--- src/rtl/sr_latch_bank.sv ---
// Bank of independent clocked SR latches with active-low asynchronous set/reset
// inputs. Each input is synchronised, then resolved per channel into a registered
// Q/Qn pair, edge pulses, an invalid (both-low) flag and a saturating invalid counter.
module sr_latch_bank #(
    parameter int unsigned WIDTH       = 8,
    parameter int unsigned MODE        = 0,
    parameter int unsigned SYNC_STAGES = 2,
    parameter int unsigned COUNT_W     = 8
) (
    input  logic               clk,
    input  logic               rst,
    input  logic [WIDTH-1:0]   S_n,
    input  logic [WIDTH-1:0]   R_n,
    input  logic               cnt_clr,
    output logic [WIDTH-1:0]   Q,
    output logic [WIDTH-1:0]   Qn,
    output logic [WIDTH-1:0]   q_rise,
    output logic [WIDTH-1:0]   q_fall,
    output logic [WIDTH-1:0]   invalid,
    output logic [COUNT_W-1:0] invalid_count
);

    logic [WIDTH-1:0]   r_s_sync [SYNC_STAGES];
    logic [WIDTH-1:0]   r_r_sync [SYNC_STAGES];
    logic [WIDTH-1:0]   r_q;
    logic [WIDTH-1:0]   r_rise;
    logic [WIDTH-1:0]   r_fall;
    logic [WIDTH-1:0]   r_invalid;
    logic [WIDTH-1:0]   r_both_prev;
    logic [COUNT_W-1:0] r_cnt;

    logic [WIDTH-1:0]   w_s;
    logic [WIDTH-1:0]   w_r;
    logic [WIDTH-1:0]   w_both;
    logic [WIDTH-1:0]   w_q_next;
    logic               w_any;
    logic               w_sat;

    // Synchroniser chains; reset to 1 (deasserted) so reset release creates no events.
    always_ff @(posedge clk or posedge rst) begin
        if (rst) begin
            for (int k = 0; k < SYNC_STAGES; k++) begin
                r_s_sync[k] <= '1;
                r_r_sync[k] <= '1;
            end
        end else begin
            r_s_sync[0] <= S_n;
            r_r_sync[0] <= R_n;
            for (int k = 1; k < SYNC_STAGES; k++) begin
                r_s_sync[k] <= r_s_sync[k-1];
                r_r_sync[k] <= r_r_sync[k-1];
            end
        end
    end

    assign w_s    = r_s_sync[SYNC_STAGES-1];
    assign w_r    = r_r_sync[SYNC_STAGES-1];
    assign w_both = ~w_s & ~w_r;
    assign w_any  = |w_both;
    assign w_sat  = &r_cnt;

    // Per-channel next-state resolution of the synchronised set/reset pair.
    always_comb begin
        w_q_next = r_q;
        for (int i = 0; i < WIDTH; i++) begin
            unique case ({w_s[i], w_r[i]})
                2'b01:   w_q_next[i] = 1'b1;
                2'b10:   w_q_next[i] = 1'b0;
                2'b11:   w_q_next[i] = r_q[i];
                default: begin
                    case (MODE)
                        1:       w_q_next[i] = 1'b1;
                        2:       w_q_next[i] = 1'b0;
                        // Toggle only on entry into both-low, then hold until re-entry.
                        3:       w_q_next[i] = r_both_prev[i] ? r_q[i] : ~r_q[i];
                        default: w_q_next[i] = r_q[i];
                    endcase
                end
            endcase
        end
    end

    // Latch state, edge pulses, invalid flags and toggle history.
    always_ff @(posedge clk or posedge rst) begin
        if (rst) begin
            r_q         <= '0;
            r_rise      <= '0;
            r_fall      <= '0;
            r_invalid   <= '0;
            r_both_prev <= '0;
        end else begin
            r_q         <= w_q_next;
            r_rise      <= w_q_next & ~r_q;
            r_fall      <= ~w_q_next & r_q;
            r_invalid   <= w_both;
            r_both_prev <= w_both;
        end
    end

    // Saturating count of cycles with any channel invalid; clear wins over increment.
    always_ff @(posedge clk or posedge rst) begin
        if (rst) begin
            r_cnt <= '0;
        end else if (cnt_clr) begin
            r_cnt <= '0;
        end else if (w_any && !w_sat) begin
            r_cnt <= r_cnt + COUNT_W'(1);
        end
    end

    // Qn derives from the same register so Q=Qn=1 can never be observed.
    assign Q             = r_q;
    assign Qn            = ~r_q;
    assign q_rise        = r_rise;
    assign q_fall        = r_fall;
    assign invalid       = r_invalid;
    assign invalid_count = r_cnt;

endmodule

--- config.mk ---
export PLATFORM = sky130hd
export DESIGN_NAME = sr_latch_bank
export DESIGN_NICKNAME = d
export VERILOG_FILES = /design/src/rtl/sr_latch_bank.sv
export SDC_FILE = /design/constraint.sdc
export NUM_CORES = 1
export LEC_CHECK = 0
export BUFFER_PORTS_ARGS = -buffer_cell sky130_fd_sc_hd__buf_2
export CAP_MARGIN = 10
export CORE_ASPECT_RATIO = 0.7
export CORE_MARGIN = 5
export CORE_UTILIZATION = 47
export DETAILED_ROUTE_END_ITERATION = 10
export PLACE_DENSITY = 0.74
export SYNTH_ARGS = -nofsm -noshare
export SYNTH_HDL_FRONTEND = slang
export SYNTH_SLANG_ARGS = --single-unit
--- constraint.sdc ---
create_clock -name clk -period 2.35 [get_ports clk]
set_clock_uncertainty 0.1 [all_clocks]
set_input_delay 0.235 -clock clk [delete_from_list [all_inputs] [get_ports clk]]
set_output_delay 0.235 -clock clk [all_outputs]
set_load 0.05 [all_outputs]
; Word-level counts from Yosys, hierarchy flattened
; Index checks and enable logic that the tools add are counted.
; Widths: inputs -> output; s select.
[totals]
input_bits = 19
regBits = 72
output_inout_bits = 48
word_cells = 48
[op_classes]
reduce_logical = 5
n_mux = 10
bitwise = 7
eq_ne = 16
add_sub_neg = 1
[ops]
columns = operator, count
row1 = $not 8->8, 4
row2 = $and 8x8->8, 3
row3 = $eq 2x1->1 const B, 8
row4 = $eq 2x2->1 const B, 8
row5 = $mux 8, 2
row6 = $pmux 1 s2, 8
row7 = $add 8x1->8 const B, 1
row8 = $reduce_and 8->1, 1
row9 = $reduce_or 8->1, 1
row10 = $reduce_bool 2->1, 1
row11 = $logic_and 1x1->1, 1
row12 = $logic_not 1->1, 1

; Longest topological paths before layout
; Gate-level depths: netlist of the first run.
[depth]
word_depth = 6
ltp_mapped = 7
mapped_depth_nobuf = 6

; Worst setup path before layout of the first run
; No wires, ideal clock.
[synth_path]
path_kind = register to register
startpoint = reg r_s_sync, in the netlist w_s[5]
endpoint = reg r_cnt[1] (netlist: invalid_count[1])
setup_slack_ns = 0.264
n_path_buf = 1
synth_period_minus_slack_ns = 2.086
setup_ns = 0.132
path_stages_with_launch = 8
arrival_time_ns = 1.854
path_cell_list = dfstp_2 inv_1 ha_1 or4_4 o22ai_2 buf_6 mux2i_1 nor2_1
[synth_between]
elab_chain_len = 5
[synth_lines]
columns = item, line
row1 = "start, declared", 23  ; logic [WIDTH-1:0] r_s_sync [SYNC_STAGES];
row2 = "start signal, assigned by index", 50  ; r_s_sync[k] <= r_s_sync[k-1];
row3 = $not 8->8, 58  ; assign w_both = ~w_s & ~w_r;
row4 = $and 8x8->8, 58
row5 = named net w_both[5], 34  ; logic [WIDTH-1:0] w_both;
row6 = $reduce_or 8->1, 59  ; assign w_any = |w_both;
row7 = $logic_and 1x1->1, 106  ; end else if (w_any && !w_sat) begin
row8 = $reduce_bool 2->1 (no source line), n/a
row9 = "end signal, assigned", 107  ; r_cnt <= r_cnt + COUNT_W'(1);
row10 = "end, declared", 30  ; logic [COUNT_W-1:0] r_cnt;
; The timed path passes the listed nets, and every way through them passes these cells.
; A chain may end at the register's enable or synchronous reset.

; Worst setup path after layout of the first run
[layout_path]
startpoint = reg r_s_sync, in the netlist w_s[0]
endpoint = reg r_cnt[1] (netlist: invalid_count[1])
; The elaborated chain is that of the path after synthesis.

==> results of run 1 <==
[routing by layer]
layer,part of all wire,routed length (microns)
met1,0.40,1790
met2,0.51,2300
met3,0.082,370
met4,0.014,65
met5,0,0
[synth_stat cells, types with 3 or more instances]
cell	n
a21oi_1	4
dfrtp_1	40
dfstp_2	32
ha_1	17
inv_1	26
nand2_1	10
nand3_1	4
nor2_1	10
nor3b_1	8
o21ai_0	8
o21ai_1	3
o31ai_1	3
or3_1	3
or4_1	4
[report_power, final]
group	internal (mW)	switching (mW)	leakage, nW
clock	0.585	0.432	0.112
sequential	1.33	0.0344	0.871
combinational	0.117	0.336	0.724
[worst max path at each step]
stage / endpoint / startpoint
after floorplan: Q[0] / rst
after global placement: invalid_count[1] / w_s[0]
after detailed placement: invalid_count[1] / w_s[4]
after CTS: invalid_count[1] / w_s[0]
after global routing: invalid_count[1] / w_s[5]
final: invalid_count[1] / w_s[0]
[worst max-delay path, delay by kind of cell (launching register included)]
kind            cells  cell delay, ns
simple gates        2            0.58
flops               1            0.52
compound gates      1            0.15
mux                 1            0.20
fa+ha+maj           1            0.22
buf+inv             2            0.26
[state kept, by name, summed over array words and instances, names as in the netlist]
register       flops
Q                  8
invalid            8
invalid_count      8
q_fall             8
q_rise             8
r_r_sync           8
r_s_sync           8
w_r                8
w_s                8
[area by class of cell]
cell class | instances | area [sq um]
Timing Repair Buffer | 85 | 528
Clock buffer | 12 | 166
Inverter | 26 | 97.6
Tap cell | 72 | 90.1
Clock inverter | 4 | 50.0
Multi-Input combinational cell | 81 | 581
Fill cell | 434 | 1880
Sequential cell | 72 | 1840
[per-stage QoR]
step                      area (sq um)  worst slack (ns)   util  std cells  power, mW
after floorplan                   2530             0.243      -        181       1.71
after global placement            2970             0.251  0.567        319       1.82
after detailed placement          2970             0.230  0.567        319       1.83
after CTS                         3350             0.218  0.641        352       2.87
after global routing              3350             0.121  0.641        352       2.98
final                             3350             0.226  0.641        352       2.84
[what timing repair did]
action,in CTS,in global routing
hold buffers,17,0
buffers inserted,0,0
endpoints found under the hold margin,36,0
[cell families after synthesis]
| group | synth area share |
|---|---|
| xor gates and xnor gates | 0.00346 |
| AOI/OAI and AO/OA | 0.0503 |
| buffers and inverters | 0.0444 |
| muxes | 0.00395 |
| adders and majority gates | 0.0839 |
| and+or+nand+nor | 0.0874 |
| DFF | 0.727 |
==> flow_summary_export.csv, run 1 <==
group,metric,value,unit
setup_path,arrival,2.25,ns
setup_path,reg2reg_from,"w_s[0]",
die,die_y,71.4,microns
cts,clkLatencyLatePin,0.34,ns
detailed_routing,dr.pass1.iters,5,
setup_path,reg2regPathDepth,7,
pwr,ir_drop,592,uV
timing,tns,0,ns
global_route,busiest_layer,"met2",
placed_design,dp_hpwl,3050,microns
setup_path,critPathCaptureType,"flip-flop",
synth,ys_seq_area_frac,0.727,
cts,cts.clk_slew.worst_paths,0.08,ns
setup_path,slowest_stage,"or4_1",
hold_path,hold_class,"primary input to flip-flop",
synth,synthArstFlopShare,1.00,
cts,cts_sinks,72,
die,die_w,97.8,microns
timing,slew_headroom,0.592,
synth,synth_top_area_share,0.395,
setup_path,rrSetupSlack,0.23,ns
global_route,met3_usage,0.0584,
job,drv_cap,0,
hold_path,min_delay_worst_endpoint,"invalid_count[5]",
synth,yosysTopAreaCell,"dfrtp_1",
setup_path,required,2.48,ns
synth,syn_area,0.00253,sq mm
detailed_routing,drc,0,
detailed_routing,drt_first_iter_violations,51,
cells_and_area,layout-drive-gt1-share,0.429,
die,ios,67,
setup_path,worstSetupStartpointType,"flip-flop",
global_route,overflow,0,
setup_path,slowest_delay,0.53,ns
cells_and_area,diodes,0,
cells_and_area,final_cell_mix,"buf_2 (66), dfrtp_1 (40), dfstp_2 (32)",
pwr,powerDensity,846,mW/mm^2
detailed_routing,via_per_inst,4.60,
synth,ys.flop_type,"dfrtp_1",
synth,syn_nets,217,
global_route,grt_max_degree,45,
timing,fmax,0.471,GHz
timing,whs,0.0500,ns
cts,htreeDepth,3,
timing,setup_viol,0,
setup_path,reg2reg_to,"invalid_count[1]",
setup_path,crit_type,"flip-flop to flip-flop",
global_route,grt_pass1_vias,1614,
die,start_util,0.485,
hold_path,hold_start,"cnt_clr",
global_route,antenna_found_initial,0,
cts,cts_tree,"done",
placed_design,io_buffers,66,
die,core,0.00523,sq mm
synth,synth_area_leaders,"dfrtp_1 (39%), dfstp_2 (33%), ha_1 (8.4%)",
detailed_routing,vias,1619,
cells_and_area,area_growth_syn_to_layout,32.3,%
synth,syn_area_per_cell,14.0,sq um
timing,post-route-period-util,0.904,
hold_path,timing.hold.worst_path_depth,2,
detailed_routing,routed_wl,4520,microns
cts,cts_buffers,9,
global_route,grt_pass1_wl,7670,microns
global_route,grt_util_met1,0.165,
synth,synth_edf_count,0,
detailed_routing,antenna_left,0,
cts,root_buffer,"clkbuf_8",
global_route,grt_use_met2,0.242,
timing,hold_viol,0,
status,outcome,"complete, no violations",
setup_path,crit_chain,"inv_1 -> ha_1 -> or4_1 -> o22ai_2 -> buf_4 -> mux2i_1 -> nor2_1",
synth,synth_cell_types,22,
cts,cts.path.max_buffers,2,
global_route,grt.total_usage,0.143,
cells_and_area,final_common_cell,"buf_2",
detailed_routing,post_drt_wl_per_cell,12.8,microns
timing,drv_slew,0,
pwr,leakagePower,1.71,nW
cells_and_area,nNetsFinal,311,
die,num_rows,22,
timing,rsz0062_at_grt,"false",
timing,tightest_slew,0.611,ns
synth,synthCells,181,
placed_design,gp_congestion,0.809,
die,dieArea,0.00699,sq mm
setup_path,cp_max_fo,14,
cts,post_cts_resize_count,0,
synth,ys_ff_latch,72,
synth,synth_warnings,0,
timing,min_period,2.12,ns
(Power assumes the default switching activity.)
==> inputs of run 2 (changes only) <==
--- a/config.mk
+++ b/config.mk
@@ -12,6 +12,8 @@
 export CORE_UTILIZATION = 47
 export DETAILED_ROUTE_END_ITERATION = 10
 export PLACE_DENSITY = 0.74
+export RECOVER_POWER = 25
+export SKIP_CTS_REPAIR_TIMING = 1
 export SYNTH_ARGS = -nofsm -noshare
 export SYNTH_HDL_FRONTEND = slang
 export SYNTH_SLANG_ARGS = --single-unit
==> constraint.sdc (replaced) <==
create_clock -name clk -period 2.17 [get_ports clk]
set_clock_uncertainty 0.1 [all_clocks]
set_input_delay 0.217 -clock clk [delete_from_list [all_inputs] [get_ports clk]]
set_output_delay 0.217 -clock clk [all_outputs]
set_load 0.05 [all_outputs]
==> run 2 against run 1 <==
  * Sequential share of layout area shrank 1.7 points
  * Via count down 2.9%
  * Utilization rose by 2.1 points
  * Final area is 3.3% higher
  * Critical path depth up 1
  * Largest power group unchanged
  * Combinational power is 12% higher
  * Cell count grew 0.57%
  * Die area did not move
  * Critical path type unchanged
  * Setup slack worse by 0.18 ns
  * Critical endpoint is now invalid_count[5]
  * Clock power is 31% higher
  * Hold slack lost 0.0084 ns
==> flow_summary_export.csv, run 2 (synthesis results as in run 1) <==
group,metric,value,unit
timing,tightest_slew,0.938,ns
global_route,grt_pass1_vias,1501,
die,ios,67,
setup_path,reg2reg_from,"w_r[0]",
cts,htreeDepth,3,
timing,drv_slew,0,
global_route,grt_use_met2,0.218,
detailed_routing,drc,0,
cells_and_area,layout-drive-gt1-share,0.447,
detailed_routing,antenna_left,0,
global_route,busiest_layer,"met2",
setup_path,worstSetupStartpointType,"flip-flop",
cells_and_area,final_util,0.662,
timing,setup_viol,0,
hold_path,hold_start,"cnt_clr",
cts,root_buffer,"clkbuf_8",
cts,cts_tree,"done",
pwr,ir_drop,481,uV
global_route,overflow,0,
placed_design,io_buffers,66,
die,num_rows,22,
placed_design,dp_hpwl,3040,microns
global_route,grt.total_usage,0.132,
cells_and_area,final_cell_mix,"buf_2 (65), dfrtp_1 (40), dfstp_2 (32)",
global_route,grt_util_met1,0.146,
cells_and_area,nNetsFinal,313,
status,outcome,"complete, no violations",
setup_path,crit_type,"flip-flop to flip-flop",
setup_path,critPathCaptureType,"flip-flop",
hold_path,hold_class,"primary input to flip-flop",
global_route,met3_usage,0.0778,
pwr,leakagePower,1.73,nW
timing,rsz0062_at_grt,"true",
cts,cts_buffers,9,
cts,cts_sinks,72,
job,drv_cap,0,
timing,post-route-period-util,0.978,
pwr,finalPower,3.32,mW
die,die_y,71.4,microns
timing,min_period,2.12,ns
die,die_w,97.8,microns
detailed_routing,vias,1572,
setup_path,required,2.29,ns
cells_and_area,area_growth_syn_to_layout,36.7,%
detailed_routing,drt_first_iter_violations,42,
setup_path,cp_max_fo,8,
detailed_routing,routed_wl,4400,microns
global_route,antenna_found_initial,0,
global_route,grt_pass1_wl,7010,microns
cts,cts.clk_slew.worst_paths,0.07,ns
placed_design,gp_congestion,0.802,
cts,clkLatencyLatePin,0.33,ns
pwr,powerDensity,959,mW/mm^2
cells_and_area,diodes,0,
setup_path,arrival,2.24,ns
detailed_routing,post_drt_wl_per_cell,12.4,microns
cts,cts.path.max_buffers,2,
timing,slew_headroom,0.374,
cells_and_area,post-route-cell-area,0.00346,sq mm
die,dieArea,0.00699,sq mm
placed_design,place_area,0.00298,sq mm
detailed_routing,via_per_inst,4.44,
die,start_util,0.485,
detailed_routing,dr.pass1.iters,4,
timing,fmax,0.471,GHz
timing,hold_viol,0,
global_route,grt_max_degree,49,
die,core,0.00523,sq mm
setup_path,crit_path_start,"w_r[0]",
cells_and_area,final_common_cell,"buf_2",
==> run 2: cell types whose count changed in the layout (fill, tap and decap cells not counted), moves of 2 or more <==
| cell | delta |
|---|---|
| bufinv_16 | +3 |
| ha_1 | -3 |
| clkbuf_1 | +2 |
| ha_2 | +2 |
==> run 2: area by class of cell <==
cell class	instances	area [sq um]
clock inverters	5	129
multi-input cells	81	613
well taps	72	90.1
fillers	413	1770
inverters	26	97.6
flip-flops and latches	72	1840
clock buffers	11	131
repair buffers	87	562
==> run 2: worst paths after layout <==
path | endpoint | slack, ns | cells after the start
min | invalid_count[5] | 0.04 | 2
max in group asynchronous | w_r[4] | 0.62 | 4
min in group asynchronous | invalid[3] | 0.54 | 3
max reg2reg | invalid_count[5] | 0.05 | 8
min reg2reg | w_r[3] | 0.25 | 0
max | invalid_count[5] | 0.05 | 8
==> run 2: report_power, final <==
| group | switching, mW | total [mW] | internal [mW] |
|---|---|---|---|
| Sequential | 0.0371 | 1.48 | 1.44 |
| Combinational | 0.369 | 0.506 | 0.137 |
| Clock | 0.453 | 1.34 | 0.883 |
==> run 2: worst max-delay path, stage by stage (launching register included) <==
cell and delay, ns:
dfstp_2 0.54, inv_2 0.04, ha_4 0.15, or4_4 0.55
o22ai_4 0.21, buf_12 0.15, buf_8 0.10, or4_1 0.11
a21oi_2 0.05
==> run 2: layer usage <==
metal / routed length, microns / vias to the layer above
met5: 0 / -
met3: 280 / 7
li1: - / 779
met4: 40 / 0
met1: 1830 / 745
met2: 2250 / 41
==> run 2: per-stage QoR <==
step	hold slack (ns)	instances	setup TNS [ns]	setup WS, ns
2_1_floorplan	0.121	181	0	0.0810
3_3_place_gp	0.183	319	0	0.0760
3_5_place_dp	0.190	319	-0.0158	-0.0158
4_1_cts	-0.181	335	-0.0188	-0.0188
5_1_grt	0.0162	354	-0.104	-0.0353
6_report	0.0416	354	0	0.0481
==> inputs of run 3 (changes only) <==
--- a/config.mk
+++ b/config.mk
@@ -13,6 +13,7 @@
 export DETAILED_ROUTE_END_ITERATION = 10
 export PLACE_DENSITY = 0.74
 export RECOVER_POWER = 25
+export SETUP_SLACK_MARGIN = 0.3
 export SKIP_CTS_REPAIR_TIMING = 1
 export SYNTH_ARGS = -nofsm -noshare
 export SYNTH_HDL_FRONTEND = slang
==> run 3 against run 2 <==
  * Total power fell by 9.6%
  * Die area did not move
  * Utilization fell by 1.3 points
  * Sequential power barely moved
  * First-iteration DRC count rose by 29%
  * Largest cell class unchanged
  * Critical endpoint is now invalid_count[1]
  * Clock power fell by 24%
  * Hold slack improved by 0.00084 ns
  * Maximum frequency rose by 2.6%
  * Global-route usage rose by 0.22 points
==> flow_summary_export.csv, run 3 (synthesis results as in run 1) <==
group,metric,value,unit
cells_and_area,final_cell_mix,"buf_2 (64), dfrtp_1 (40), dfstp_2 (30)",
pwr,finalPower,3.01,mW
cells_and_area,layout-drive-gt1-share,0.457,
hold_path,timing.hold.worst_path_depth,2,
setup_path,reg2regPathDepth,6,
pwr,switching_share,0.288,
die,num_rows,22,
pwr,p_switching,867,uW
global_route,antenna_found_initial,0,
timing,fmax,0.484,GHz
cts,cts.clk_slew.worst_paths,0.07,ns
pwr,leakagePower,1.67,nW
die,die_y,71.4,microns
detailed_routing,drt_first_iter_violations,54,
die,start_util,0.485,
placed_design,dpl_worst_slack,0.0207,ns
timing,slew_headroom,0.178,
cts,cts_buffers,9,
pwr,powerDensity,884,mW/mm^2
timing,tns,0,ns
timing,setup_viol,0,
setup_path,required,2.29,ns
timing,post-route-period-util,0.953,
placed_design,dp_hpwl,3210,microns
cts,htreeDepth,3,
global_route,grt_pass1_vias,1525,
global_route,grt.total_usage,0.134,
detailed_routing,dr.pass1.iters,5,
global_route,grt_pass1_wl,7090,microns
global_route,grt_max_degree,46,
status,outcome,"complete, no violations",
timing,hold_viol,0,
detailed_routing,routed_wl,4620,microns
detailed_routing,post_drt_wl_per_cell,13.1,microns
placed_design,io_buffers,66,
placed_design,dp.cells,318,
cts,cts.path.max_buffers,2,
detailed_routing,dr_wl_met2,2400,microns
placed_design,gp_congestion,0.812,
cts,root_buffer,"clkbuf_8",
job,drv_cap,0,
pwr,p_int,2.14,mW
setup_path,arrival,2.19,ns
setup_path,critPathCaptureType,"flip-flop",
detailed_routing,vias,1613,
timing,min_period,2.07,ns
setup_path,worstSetupStartpointType,"flip-flop",
setup_path,crit_chain,"inv_2 -> ha_4 -> or4_4 -> o22ai_4 -> mux2i_1 -> nor2_1",
die,ios,67,
cells_and_area,stdcell_count,352,
cells_and_area,diodes,0,
hold_path,hold_class,"primary input to flip-flop",
detailed_routing,drt-met1-wl,1820,microns
detailed_routing,antenna_left,0,
setup_path,cp_max_fo,7,
setup_path,slowest_delay,0.56,ns
die,dieArea,0.00699,sq mm
pwr,clockPowerShare,0.338,
detailed_routing,via_per_inst,4.58,
detailed_routing,dr.max_layer_used,"met4",
cts,clkLatencyLatePin,0.33,ns
timing,drv_slew,0,
timing,rsz0062_at_grt,"true",
detailed_routing,met3_length,340,microns
pwr,ir_drop,464,uV
cts,cts_sinks,72,
detailed_routing,drc,0,
cells_and_area,area_growth_syn_to_layout,34.1,%
timing,setup_slack,0.102,ns
setup_path,slowest_stage,"or4_4",
pwr,pwr-share-seq,0.493,
die,core,0.00523,sq mm
cells_and_area,final_common_cell,"buf_2",
pwr,combPwrFrac,0.169,
die,die_w,97.8,microns
timing,tightest_slew,1.23,ns
global_route,overflow,0,
cts,cts_tree,"done",
setup_path,crit_type,"flip-flop to flip-flop",
cells_and_area,nNetsFinal,311,
[run 3: cell types whose count changed in the layout (fill, tap and decap cells not counted), moves of 2 or more]
cell	before	now
dfstp_1	0	2
dfstp_2	32	30
inv_1	24	18
inv_2	2	7
clkinv_2	0	2
bufinv_16	4	1
ha_4	1	3
[run 3: metrics by stage]
| stage | hold slack (ns) | cell area [sq um] | util |
|---|---|---|---|
| after CTS | -0.157 | 3190 | 0.610 |
| after detailed placement | 0.213 | 2990 | 0.572 |
| after global routing | 0.0194 | 3400 | 0.650 |
| final | 0.0424 | 3400 | 0.650 |
| after floorplan | 0.121 | 2570 | - |
| after global placement | 0.211 | 2990 | 0.572 |
[run 3: cell type report]
class,instances,area (sq um)
fillers,406,1830
multi-input cells,82,652
clock buffers,11,141
clock inverters,5,56.3
flip-flops and latches,72,1840
well taps,72,90.1
inverters,26,98.8
repair buffers,84,518
[run 3: final timing paths]
path / start / to / slack, ns
max reg2reg: w_r[6] / invalid_count[1] / 0.10
min reg2reg: r_s_sync[15] / w_s[7] / 0.26
max: w_r[6] / invalid_count[1] / 0.10
min in group asynchronous: rst / invalid_count[6] / 0.61
max in group asynchronous: rst / r_r_sync[9] / 0.56
min: cnt_clr / invalid_count[7] / 0.04
[run 3: worst max-delay path, delay by kind of cell, from the launching register on]
family                     cells  cell delay [ns]
muxes                          1             0.22
adders and majority gates      1             0.16
and+or+nand+nor                2             0.61
DFF                            1             0.55
buffers and inverters          1             0.05
AOI/OAI and AO/OA              1             0.28
[run 3: power by group through the flow]
stage / Clock, mW / Combinational [mW] / Sequential, mW
finish: 1.02 / 0.508 / 1.48
global route: 1.11 / 0.544 / 1.49
CTS: 1.05 / 0.480 / 1.48
detailed placement: 0 / 0.479 / 1.51
global placement: 0 / 0.470 / 1.50
floorplan: 0 / 0.180 / 1.68
[run 3: routing by layer]
layer	vias to the layer above	global-route usage
met3	5	0.0545
met2	52	0.218
li1	779	-
met1	777	0.151
met5	-	0
met4	0	0.0783
